`config.mk`:
```
export PLATFORM = sky130hd
export DESIGN_NAME = y86_execute
export DESIGN_NICKNAME = d
export VERILOG_FILES = /design/src/rtl/y86_pkg.sv /design/src/rtl/y86_alu.sv /design/src/rtl/y86_execute.sv
export SDC_FILE = /design/constraint.sdc
export NUM_CORES = 1
export LEC_CHECK = 0
export CORE_MARGIN = 2
export CORE_UTILIZATION = 51
export CTS_BUF_LIST = sky130_fd_sc_hd__clkbuf_2
export DETAILED_ROUTE_END_ITERATION = 12
export DONT_BUFFER_PORTS = 1
export MAX_ROUTING_LAYER = met4
export PLACE_DENSITY_LB_ADDON = 0.15
export SYNTH_ARGS = -nofsm -noshare
export SYNTH_HDL_FRONTEND = slang
export SYNTH_HIERARCHICAL = 1
export SYNTH_SLANG_ARGS = --single-unit
export TNS_END_PERCENT = 10
```
`constraint.sdc`:
```
create_clock -name clk -period 6.3 [get_ports clk]
set_clock_uncertainty 0.2 [all_clocks]
set_input_delay 0.63 -clock clk [delete_from_list [all_inputs] [get_ports clk]]
set_output_delay 0.63 -clock clk [all_outputs]
set_load 0.01 [all_outputs]
```
`src/rtl/y86_pkg.sv`:
```
// y86_pkg: constants shared by the Y86-64 execute stage.
// Holds the instruction codes, the ALU function codes and the condition
// codes used by jXX / cmovXX, plus the reset value of the CC register.
package y86_pkg;

  // Instruction codes
  localparam logic [3:0] I_HALT   = 4'h0;
  localparam logic [3:0] I_NOP    = 4'h1;
  localparam logic [3:0] I_CMOVXX = 4'h2;
  localparam logic [3:0] I_IRMOVQ = 4'h3;
  localparam logic [3:0] I_RMMOVQ = 4'h4;
  localparam logic [3:0] I_MRMOVQ = 4'h5;
  localparam logic [3:0] I_OPQ    = 4'h6;
  localparam logic [3:0] I_JXX    = 4'h7;
  localparam logic [3:0] I_CALL   = 4'h8;
  localparam logic [3:0] I_RET    = 4'h9;
  localparam logic [3:0] I_PUSHQ  = 4'hA;
  localparam logic [3:0] I_POPQ   = 4'hB;

  // ALU function codes (same encoding as OPq ifun)
  localparam logic [3:0] ALU_ADD = 4'h0;
  localparam logic [3:0] ALU_SUB = 4'h1;
  localparam logic [3:0] ALU_AND = 4'h2;
  localparam logic [3:0] ALU_XOR = 4'h3;

  // Condition codes (jXX / cmovXX ifun)
  localparam logic [3:0] C_ALWAYS = 4'h0;
  localparam logic [3:0] C_LE     = 4'h1;
  localparam logic [3:0] C_L      = 4'h2;
  localparam logic [3:0] C_E      = 4'h3;
  localparam logic [3:0] C_NE     = 4'h4;
  localparam logic [3:0] C_GE     = 4'h5;
  localparam logic [3:0] C_G      = 4'h6;

  // CC layout {OF,SF,ZF}; reset leaves only ZF set
  localparam logic [2:0] CC_RESET = 3'b001;

endpackage

```
`src/rtl/y86_alu.sv`:
```
// y86_alu: purely combinational 64-bit ALU of the execute stage.
// Ports:
//   aluA, aluB : operands; the result is always aluB <op> aluA
//   alufun     : ALU_ADD / ALU_SUB / ALU_AND / ALU_XOR (others give 0)
//   result     : 64-bit result, modulo 2^64
//   cc_new     : {OF,SF,ZF} derived from result for the selected function
module y86_alu
  import y86_pkg::*;
(
  input  logic [63:0] aluA,
  input  logic [63:0] aluB,
  input  logic [3:0]  alufun,
  output logic [63:0] result,
  output logic [2:0]  cc_new
);

  logic [63:0] res_s;
  logic        of_s;

  // Arithmetic/logic result and signed-overflow detection
  always_comb begin
    res_s = 64'd0;
    of_s  = 1'b0;
    case (alufun)
      ALU_ADD: begin
        res_s = aluB + aluA;
        // Same-sign operands producing the opposite sign overflowed
        of_s  = (aluA[63] == aluB[63]) && (res_s[63] != aluB[63]);
      end
      ALU_SUB: begin
        res_s = aluB - aluA;
        // Only mixed-sign subtraction can overflow; it did if the sign left aluB's
        of_s  = (aluA[63] != aluB[63]) && (res_s[63] != aluB[63]);
      end
      ALU_AND: begin
        res_s = aluB & aluA;
        of_s  = 1'b0;
      end
      ALU_XOR: begin
        res_s = aluB ^ aluA;
        of_s  = 1'b0;
      end
      default: begin
        res_s = 64'd0;
        of_s  = 1'b0;
      end
    endcase
  end

  assign result = res_s;
  assign cc_new = {of_s, res_s[63], (res_s == 64'd0)};

endmodule

```
`src/rtl/y86_execute.sv`:
```
// y86_execute: execute stage of the sequential Y86-64 processor.
// Ports:
//   clk, rst          : clock; asynchronous active-high reset of the CC register
//   icode, ifun       : instruction and function code
//   valA, valB, valC  : register operands and instruction constant
//   valE              : combinational ALU result
//   cnd               : combinational jXX/cmovXX condition (0 for other icodes)
//   flags             : CC register, [0]=ZF [1]=SF [2]=OF
module y86_execute
  import y86_pkg::*;
(
  input  logic        clk,
  input  logic        rst,
  input  logic [3:0]  icode,
  input  logic [3:0]  ifun,
  input  logic [63:0] valA,
  input  logic [63:0] valB,
  input  logic [63:0] valC,
  output logic [63:0] valE,
  output logic        cnd,
  output logic [2:0]  flags
);

  logic [63:0] alu_a_s;
  logic [63:0] alu_b_s;
  logic [3:0]  alu_fun_s;
  logic [63:0] alu_res_s;
  logic [2:0]  alu_cc_s;
  logic        vale_en_s;
  logic        set_cc_s;
  logic        cond_s;
  logic        cnd_s;
  logic [2:0]  cc_r;

  // Operand and function selection by icode; vale_en_s gates valE to zero
  always_comb begin
    alu_a_s   = 64'd0;
    alu_b_s   = 64'd0;
    alu_fun_s = ALU_ADD;
    vale_en_s = 1'b0;
    case (icode)
      I_CMOVXX: begin
        alu_a_s   = valA;
        vale_en_s = 1'b1;
      end
      I_IRMOVQ: begin
        alu_a_s   = valC;
        vale_en_s = 1'b1;
      end
      I_RMMOVQ, I_MRMOVQ: begin
        alu_a_s   = valC;
        alu_b_s   = valB;
        vale_en_s = 1'b1;
      end
      I_OPQ: begin
        alu_a_s   = valA;
        alu_b_s   = valB;
        alu_fun_s = ifun;
        vale_en_s = (ifun <= ALU_XOR);
      end
      I_CALL, I_PUSHQ: begin
        alu_a_s   = 64'd8;
        alu_b_s   = valB;
        alu_fun_s = ALU_SUB;
        vale_en_s = 1'b1;
      end
      I_RET, I_POPQ: begin
        alu_a_s   = 64'd8;
        alu_b_s   = valB;
        vale_en_s = 1'b1;
      end
      default: begin
        vale_en_s = 1'b0;
      end
    endcase
  end

  y86_alu u_alu (
    .aluA   (alu_a_s),
    .aluB   (alu_b_s),
    .alufun (alu_fun_s),
    .result (alu_res_s),
    .cc_new (alu_cc_s)
  );

  // Final valE: halt/nop/jXX, undefined OPq functions and C..F give 0
  always_comb begin
    if (vale_en_s) begin
      valE = alu_res_s;
    end else begin
      valE = 64'd0;
    end
  end

  assign set_cc_s = (icode == I_OPQ) && (ifun <= ALU_XOR);

  // CC register: loads only on a valid OPq
  always_ff @(posedge clk or posedge rst) begin
    if (rst) begin
      cc_r <= CC_RESET;
    end else if (set_cc_s) begin
      cc_r <= alu_cc_s;
    end else begin
      cc_r <= cc_r;
    end
  end

  // Condition evaluation from the registered flags (pre-update in an OPq cycle)
  always_comb begin
    cond_s = 1'b0;
    case (ifun)
      C_ALWAYS: cond_s = 1'b1;
      C_LE:     cond_s = (cc_r[1] ^ cc_r[2]) | cc_r[0];
      C_L:      cond_s = cc_r[1] ^ cc_r[2];
      C_E:      cond_s = cc_r[0];
      C_NE:     cond_s = ~cc_r[0];
      C_GE:     cond_s = ~(cc_r[1] ^ cc_r[2]);
      C_G:      cond_s = ~(cc_r[1] ^ cc_r[2]) & ~cc_r[0];
      default:  cond_s = 1'b0;
    endcase
  end

  // cnd is only meaningful for cmovXX and jXX
  always_comb begin
    if ((icode == I_CMOVXX) || (icode == I_JXX)) begin
      cnd_s = cond_s;
    end else begin
      cnd_s = 1'b0;
    end
  end

  assign cnd   = cnd_s;
  assign flags = cc_r;

endmodule

```
==> results of run 1 <==
==> layout make-up <==
cell class,instances,area (µm²),share of cell area [%]
Timing Repair Buffer,144,1134,7.882
Multi-Input combinational cell,1822,12210,84.91
Tap cell,335,419.2,2.914
Clock buffer,4,20.02,0.1392
Inverter,139,521.8,3.628
Sequential cell,3,76.32,0.5307
==> metal layers <==
metal	track usage, %	up-vias
met5	-	-
met1	58.30	8127
li1	-	7886
met2	68.30	1309
met3	9.771	308
met4	22.80	0
==> cells by family after synthesis <==
kind of cell / count (synthesis)
DFF: 3
buffers and inverters: 286
adders and majority gates: 130
AOI/OAI and AO/OA: 767
and+or+nand+nor: 871
muxes: 30
xor gates and xnor gates: 24
==> timing repair <==
| item | CTS | global route |
|---|---|---|
| hold buffers | 1 | 0 |
| setup buffers | 0 | 0 |
| hold endpoints to repair | 2 | 0 |
| gates resized for setup | 0 | 7 |
| endpoints found under the setup margin | 0 | 9 |
==> worst max path at each step <==
stage / slack [ns] / from / cells after the start / endpoint
after global placement: 0.14 / icode[2] / 21 / flags[0]
after detailed placement: 0.16 / icode[2] / 21 / flags[0]
final: 0.11 / icode[2] / 19 / valE[56]
after floorplan: 0.82 / icode[0] / 18 / valE[63]
after CTS: 0.17 / icode[2] / 18 / valE[61]
after global routing: -0.007 / icode[2] / 17 / valE[54]
==> Yosys cell counts, drive strengths merged (22+ instances only) <==
cell type / count / area (µm²)
buf: 59 / 301.5
o211ai: 34 / 260.3
nand4: 49 / 306.5
nand3: 51 / 255.2
a211oi: 23 / 177.7
nand2b: 24 / 150.1
inv: 139 / 521.8
or3: 24 / 150.1
and2: 81 / 506.7
o31ai: 48 / 380.4
nor2b: 65 / 406.6
a21oi: 198 / 1002
a22o: 66 / 578.1
clkbuf: 88 / 332.8
nand2: 182 / 683.2
nor3: 54 / 270.3
nor4: 65 / 434.2
and2b: 30 / 225.2
nor2: 189 / 716.9
a31oi: 24 / 165.2
a21o: 32 / 240.2
o21bai: 22 / 165.2
ha: 128 / 1602
o21ai: 123 / 615.6
==> power by group through the flow <==
stage / combinational [mW] / clock, mW / sequential (mW)
2_1_floorplan: 1.12 / 0 / 0.0256
3_3_place_gp: 1.62 / 0 / 0.0269
3_5_place_dp: 1.63 / 0 / 0.0271
4_1_cts: 1.64 / 0.0312 / 0.0268
5_1_grt: 1.82 / 0.0336 / 0.0271
6_report: 1.72 / 0.0316 / 0.0268
==> cell usage in the layout (no fill, tap or decap), types with 30 or more instances in the layout <==
cell        n
nor2b_1    65
o31ai_1    44
o211ai_1   33
a21oi_1   193
nor3_1     54
a22o_1     66
nand3_1    51
o21ai_0   117
nor2_1    184
buf_4     139
nor4_1     60
and2b_1    30
ha_1      128
and2_1     80
a21o_1     32
nand2_1   182
inv_1     133
nand4_1    49
==> critical path: stages <==
cell	delay, ns
inv_2	0.06
mux2_2	0.36
nor2_4	0.10
buf_12	0.29
a22o_1	0.31
inv_1	0.07
ha_1	0.40
buf_4	0.22
a21o_1	0.20
o21bai_1	0.27
a21oi_1	0.46
nand3_1	0.15
o31ai_2	0.41
buf_4	0.27
o31a_1	0.20
nor3_1	0.06
o211a_1	0.20
o32ai_1	0.40
and2_1	0.24
==> per-stage QoR <==
stage / util [%] / worst slack (ns) / std cells
final: 55.51 / 0.1143 / 2447
after global routing: 55.51 / -0.007208 / 2447
after CTS: 55.38 / 0.1698 / 2447
after detailed placement: 55.27 / 0.1576 / 2442
after global placement: 55.27 / 0.1434 / 2442
after floorplan: - / 0.8171 / 2111
==> flow_summary.json, run 1 <==
{
  "status": "completed",
  "htreeDepth": 1,
  "grt_setup_unrepaired": "true",
  "final_max_slew_viol_count": 0,
  "drtPass1Iterations": 7,
  "place_congestion": 1.160,
  "io_pins": 270,
  "synth.yosys.warnings": 6,
  "finalSetupViolCount": 0,
  "synth_top_flop_cell": "dfrtp_1",
  "maxUsedRoutingLayer": "met4",
  "cp_data_arrival_time_ns": 5.36,
  "floorplan.core_area_um2": 25910,
  "muxShareOfSynthArea_pct": 2.425,
  "finalPower_mw": 1.774,
  "via_count": 17630,
  "setup.worst_path.class": "primary input to output port",
  "clock_tree.root_cell": "clkbuf_2",
  "rr_worst_depth": 1,
  "ir_worst_vdd_mv": 0.07255,
  "synth_fa_ha_area_share_pct": 12.28,
  "pwr-share-comb_pct": 96.7,
  "wl_met1_um": 25800,
  "die_area_um2": 27520,
  "post_drt_wl_per_cell_um": 26.54,
  "synthSimpleGateAreaFrac_pct": 33.97,
  "totalWireLength_um": 64940,
  "routed-wl-met2_um": 27270,
  "synth_compound_area_share_pct": 40.53,
  "globalRouteOverflowTotal": 0,
  "total_leakage_power_nw": 6.217,
  "switching_power_mw": 1.151,
  "main_combinational_cell_family_by_area_after_synthesis": "compound AO/OA/AOI/OAI gates",
  "port_buffers": 0,
  "synth.avg_cell_area_um2": 6.331,
  "postSynthNetCount": 2443,
  "grt_antenna_before_repair": 0,
  "initial_util_pct": 51.58,
  "syn-instance-count": 2111,
  "cap_viol_max_count": 0,
  "detailroute.wirelength.met3_um": 7669,
  "postRouteAntennaNets": 0,
  "cts_tree": "done",
  "r2r_setup_slack_ns": 5.21,
  "hold_class": "flop to flop",
  "hpwlAfterDp_um": 52410,
  "final.hold.worst_slack_ns": 0.4650,
  "dieHeight_um": 165.9,
  "dr.first_iter.drc_count": 2476,
  "synth-async-reset-ratio_pct": 100.0,
  "worstHoldEndpoint": "flags[1]",
  "r2r_end": "flags[0]",
  "timing.final.hold_violations": 0,
  "synth_cell_types": 103,
  "cts-buffers-inserted": 3,
  "number_of_flip_flops_under_the_largest_register_name": 3,
  "synth_enable_flop_cells": 0,
  "power_frac_clock_pct": 1.8,
  "grt_max_degree": 64,
  "die_w_um": 165.9,
  "relSlewSlack_pct": 21.08,
  "final.period_utilization_pct": 98.18,
  "layout-drive-gt1-share_pct": 10.80,
  "power.density_cell_area_nw_per_um2": 123.4,
  "row_count": 59,
  "fin_setup_tns_ns": 0,
  "finalWorstPathRequiredPeriod_ns": 6.186,
  "worst_min_delay_path_startpoint": "flags[1]",
  "clk_transition_reported_paths_ns": 0.04,
  "clock-sinks": 3,
  "worst_setup_path_end_kind": "output port",
  "actual_slew_at_the_worst_max_slew_pin_ns": 1.169,
  "grt_util_all_layers_pct": 45.76,
  "cellInternalPower_mw": 0.6234,
  "antenna_cells_inserted": 0,
  "synth.ff_latch_count": 3,
  "post_detailed_route_drc_marker_count": 0,
  "yosysSeqAreaShare_pct": 0.5711,
  "syn_to_final_growth_pct": 7.611,
  "yosys.area_share.xor_xnor_pct": 1.573,
  "power.switching_fraction_pct": 64.86,
  "critical_path_peak_fanout": 63,
  "crit_required_ns": 5.47,
  "timing.hold.worst_path_depth": 1,
  "grt_first_pass_wirelength_um": 97550,
  "post_drt_via_cell_ratio": 7.205,
  "max_freq_mhz": 161.7,
  "final_net_count": 2445,
  "first_global_vias": 16250,
  "clock_tree.buffer_depth": 2,
  "crit_path_start_kind": "primary input",
  "layout.cell_area.non_filler_um2": 14380,
  "power_frac_seq_pct": 1.5,
  "place_area_um2": 14320,
  "netlist_area_um2": 13370,
  "worst_skew_pair.late_latency_ns": 0.24,
  "nFillCells": 2658,
  "crit-reg2reg-launch": "flags[0]"
}
Power figures use the tool's default switching activity.
==> run 2: changes to the inputs <==
- PLACE_DENSITY: default -> 0.67
- PLACE_DENSITY_LB_ADDON: 0.15 -> default
==> flow_summary.json, run 2 (synthesis gave the netlist of run 1 again) <==
{
  "ir_worst_vdd_mv": 0.07849,
  "place_congestion": 1.111,
  "dpl.cell_count": 2455,
  "clk_transition_reported_paths_ns": 0.05,
  "finalWorstPathRequiredPeriod_ns": 6.205,
  "place_worst_setup_slack_ns": -0.06756,
  "power_frac_seq_pct": 1.5,
  "max_freq_mhz": 161.2,
  "cts-buffers-inserted": 3,
  "cap_viol_max_count": 1,
  "switching_power_mw": 1.169,
  "post_drt_wl_per_cell_um": 27.03,
  "antenna_cells_inserted": 0,
  "setup.worst_path.class": "primary input to output port",
  "final_max_slew_viol_count": 3,
  "floorplan.core_area_um2": 25910,
  "leading_cell_type_in_the_layout_fill_and_taps_excluded": "a21oi_1",
  "relSlewSlack_pct": -3.796,
  "power.switching_fraction_pct": 64.56,
  "crit_required_ns": 5.47,
  "cp_data_arrival_time_ns": 5.37,
  "pwr-share-comb_pct": 97.0,
  "power.density_cell_area_nw_per_um2": 125.0,
  "final_cell_mix": "a21oi_1 (194), nor2_1 (184), nand2_1 (182)",
  "cellInternalPower_mw": 0.6417,
  "grt_antenna_before_repair": 1,
  "grt_util_all_layers_pct": 47.06,
  "die_area_um2": 27520,
  "status": "finished with violations",
  "smallest_setup_slack_after_layout_ns": 0.09508,
  "grt_max_degree": 49,
  "die_w_um": 165.9,
  "violations": "capacitance limit, slew limit",
  "worst_skew_pair.late_latency_ns": 0.20,
  "drtPass1Iterations": 6,
  "actual_slew_at_the_worst_max_slew_pin_ns": 1.537,
  "layout-drive-gt1-share_pct": 11.42,
  "dieHeight_um": 165.9,
  "initial_util_pct": 51.58,
  "hpwlAfterDp_um": 53930,
  "hold_class": "flop to flop",
  "crit_path_start_kind": "primary input",
  "syn_to_final_growth_pct": 8.397,
  "fin_cells": 2462,
  "worst_setup_path_end_kind": "output port",
  "grt_first_pass_wirelength_um": 100800,
  "post_drt_via_cell_ratio": 7.302,
  "timing.final.hold_violations": 0,
  "finalCoreUtilization_pct": 55.91,
  "dr.first_iter.drc_count": 2610,
  "globalRouteOverflowTotal": 0,
  "power_frac_clock_pct": 1.5,
  "final.period_utilization_pct": 98.49,
  "clock_tree.buffer_depth": 2,
  "clock_tree.root_cell": "clkbuf_2",
  "postRouteAntennaNets": 0,
  "clock-sinks": 3,
  "cts_tree": "done",
  "via_count": 17980,
  "total_leakage_power_nw": 6.283,
  "io_pins": 270,
  "post_detailed_route_drc_marker_count": 0,
  "first_global_vias": 16670,
  "row_count": 59,
  "number_of_flip_flops_under_the_largest_register_name": 3,
  "totalWireLength_um": 66540,
  "port_buffers": 0,
  "finalSetupViolCount": 0,
  "critical_path_peak_fanout": 37,
  "htreeDepth": 1,
  "final_net_count": 2460,
  "nFillCells": 2655
}
-- run 2: area by class of cell --
class	instances	area (µm²)	area share, %
multi-input cells	1822	12200	84.24
repair buffers	159	1246	8.602
inverters	139	521.8	3.601
well taps	335	419.2	2.893
flip-flops and latches	3	76.32	0.5268
clock buffers	4	20.02	0.1382
-- run 2: power groups by stage --
stage	registers (mW)	clock network [mW]	logic (mW)
2_1_floorplan	0.0256	0	1.12
3_3_place_gp	0.0267	0	1.65
3_5_place_dp	0.0267	0	1.66
4_1_cts	0.0265	0.0280	1.67
5_1_grt	0.0269	0.0296	1.85
6_report	0.0265	0.0275	1.76
-- run 2: per-layer routing --
metal  track usage, %  routed length, µm
met5                -                  0
met1            60.46              26340
met3            7.436               7611
met2            71.98              28490
met4            22.68               4090
-- run 2: critical path, stage by stage --
cell      delay [ns]
inv_2           0.06
mux2_2          0.36
nor2_4          0.15
buf_12          0.21
a22o_1          0.22
inv_1           0.05
ha_1            0.52
nand4_1         0.25
nor4_2          0.46
inv_1           0.13
a311oi_2        0.48
o21bai_1        0.27
o211ai_1        0.23
buf_4           0.18
a21oi_1         0.14
o31a_1          0.32
o21ai_0         0.37
and2_1          0.26
-- run 2: path summary, 6_finish.rpt --
kind	depth (start not counted)	startpoint	to	slack, ns
min in group asynchronous	2	rst	flags[1]	0.54
max	18	icode[2]	valE[62]	0.1
max reg2reg	1	flags[2]	flags[2]	5.24
min	1	flags[1]	flags[1]	0.46
max in group asynchronous	2	rst	flags[0]	5.13
min reg2reg	1	flags[1]	flags[1]	0.46
-- run 2: through the flow --
step,hold WS [ns],power [mW],cell area [µm²],setup TNS (ns)
floorplan,0.1829,1.141,13370,0
global placement,0.1964,1.676,14420,0
detailed placement,0.1968,1.685,14420,-0.1109
CTS,0.4581,1.726,14460,0
global route,0.4959,1.903,14490,-0.0005591
finish,0.4582,1.811,14490,0
-- run 2: timing repair --
action,4_1_cts,5_1_grt
endpoints found under the hold margin,2,0
setup buffers,1,1
pin swaps,1,1
resized for setup,1,4
hold buffers,1,0
endpoints found under the setup margin,1,7
==> run 3: changes to the inputs <==
- CORE_ASPECT_RATIO: default -> 1.25
==> flow_summary.json, run 3 (synthesis gave the netlist of run 1 again) <==
{
  "nFillCells": 2667,
  "grt_util_all_layers_pct": 49.22,
  "grt_antenna_before_repair": 1,
  "power.density_cell_area_nw_per_um2": 127.4,
  "crit-reg2reg-launch": "flags[2]",
  "post_detailed_route_drc_marker_count": 0,
  "floorplan.core_area_um2": 25930,
  "r2r_end": "flags[2]",
  "multi_input_area_um2": 12350,
  "post_drt_via_cell_ratio": 7.272,
  "final_max_slew_viol_count": 0,
  "final.period_utilization_pct": 99.58,
  "layout.cell_area.non_filler_um2": 14610,
  "clk_transition_reported_paths_ns": 0.05,
  "number_of_flip_flops_under_the_largest_register_name": 3,
  "hold_class": "flop to flop",
  "timing.final.hold_violations": 0,
  "die_w_um": 148.8,
  "finalWorstPathRequiredPeriod_ns": 6.274,
  "grt_max_degree": 40,
  "final_net_count": 2459,
  "setup.worst_path.class": "primary input to output port",
  "htreeDepth": 1,
  "total_leakage_power_nw": 6.281,
  "dr.first_iter.drc_count": 2188,
  "cts_tree": "done",
  "finalCoreUtilization_pct": 56.36,
  "max_freq_mhz": 159.4,
  "hpwlAfterDp_um": 55210,
  "ir_worst_vdd_mv": 0.06738,
  "port_buffers": 0,
  "place_congestion": 1.154,
  "dpl.cell_count": 2456,
  "setup.worst_path.start": "icode[1]",
  "first_global_vias": 16660,
  "totalWireLength_um": 69360,
  "cts-buffers-inserted": 3,
  "leading_cell_type_in_the_layout_fill_and_taps_excluded": "a21oi_1",
  "crit_path_start_kind": "primary input",
  "layout-drive-gt1-share_pct": 12.18,
  "seq_area_um2": 76.32,
  "syn_to_final_growth_pct": 9.343,
  "crit_required_ns": 5.47,
  "clock_tree.buffer_depth": 2,
  "die_area_um2": 27530,
  "grt_setup_unrepaired": "true",
  "finalPower_mw": 1.862,
  "antenna_cells_inserted": 0,
  "finalSetupViolCount": 0,
  "worst_skew_pair.late_latency_ns": 0.21,
  "drtPass1Iterations": 6,
  "timing.critical_path.to": "valE[61]",
  "fin_cells": 2466,
  "cap_viol_max_count": 0,
  "final_cell_mix": "a21oi_1 (191), nor2_1 (182), nand2_1 (182)",
  "via_count": 17930,
  "critical_path_peak_fanout": 26,
  "io_pins": 270,
  "postRouteAntennaNets": 0,
  "row_count": 66,
  "grt_first_pass_wirelength_um": 101000,
  "clock_tree.root_cell": "clkbuf_2",
  "cp_data_arrival_time_ns": 5.44,
  "dieHeight_um": 185.0,
  "actual_slew_at_the_worst_max_slew_pin_ns": 1.379,
  "clock-sinks": 3,
  "status": "completed",
  "initial_util_pct": 51.54,
  "rr_worst_depth": 1,
  "relSlewSlack_pct": 6.884,
  "post_drt_wl_per_cell_um": 28.12,
  "r2r_setup_slack_ns": 5.25,
  "place_area_um2": 14380,
  "globalRouteOverflowTotal": 0,
  "worst_setup_path_end_kind": "output port"
}
==> run 3: through the flow <==
step / hold WS, ns / setup slack (ns) / setup TNS [ns]
floorplan: 0.1829 / 0.8171 / 0
global placement: 0.1921 / -0.1548 / -0.2634
detailed placement: 0.1959 / -0.2074 / -0.4008
CTS: 0.4320 / -0.01119 / -0.01119
global route: 0.4475 / -0.1109 / -0.2337
finish: 0.4287 / 0.02631 / 0
==> run 3: area by class of cell <==
| type | count | share of cell area [%] |
|---|---|---|
| clock buffers | 4 | 0.1370 |
| well taps | 340 | 2.911 |
| flip-flops and latches | 3 | 0.5223 |
| inverters | 139 | 3.570 |
| repair buffers | 157 | 8.365 |
| multi-input cells | 1823 | 84.50 |
==> run 3: layer usage <==
layer  wire [µm]  track usage, %  up-vias  part of all wire [%]
met3        7022           9.729      424                    10
met5           0               -        -                     0
li1            -               -     7909                     -
met4        6895           38.32        0                   9.9
met2       31450           79.37     1276                    45
met1       23990           53.10     8323                    35
==> run 3: how the worst min path moves through the flow <==
stage          startpoint  endpoint  cells past startpoint
4_1_cts          flags[1]  flags[1]                      1
3_3_place_gp          rst  flags[1]                      1
6_report         flags[1]  flags[1]                      1
5_1_grt          flags[1]  flags[1]                      1
2_1_floorplan         rst  flags[1]                      1
3_5_place_dp          rst  flags[1]                      1
==> run 3: worst max-delay path: stages <==
cell and delay (ns):
nand2_1 0.24, mux2_2 0.40, nor2_4 0.14, buf_12 0.18
a22o_1 0.18, inv_1 0.05, ha_1 0.47, buf_4 0.24
nor4_2 0.33, nand3_1 0.15, a21oi_2 0.27, nor4_2 0.06
buf_4 0.20, nor4_4 0.26, buf_4 0.22, o311a_1 0.32
a211o_1 0.21, mux2_2 0.34, o22ai_1 0.21, buf_4 0.16
and2_1 0.16
==> run 3: what timing repair did <==
action / in CTS / in global routing
resized for setup: 4 / 27
cloned: 1 / 0
setup endpoints to repair: 3 / 16
buffers inserted: 2 / 2
pin swaps: 2 / 5
hold buffers: 1 / 0
endpoints found under the hold margin: 2 / 0
==> run 3: report_power, final <==
group / internal, mW / total, mW / leakage [nW] / switching (mW)
Clock: 0.0168 / 0.0277 / 0.0166 / 0.0110
Combinational: 0.617 / 1.81 / 6.23 / 1.19
Sequential: 0.0220 / 0.0260 / 0.0369 / 0.00404
Total: 0.655 / 1.86 / 6.28 / 1.21
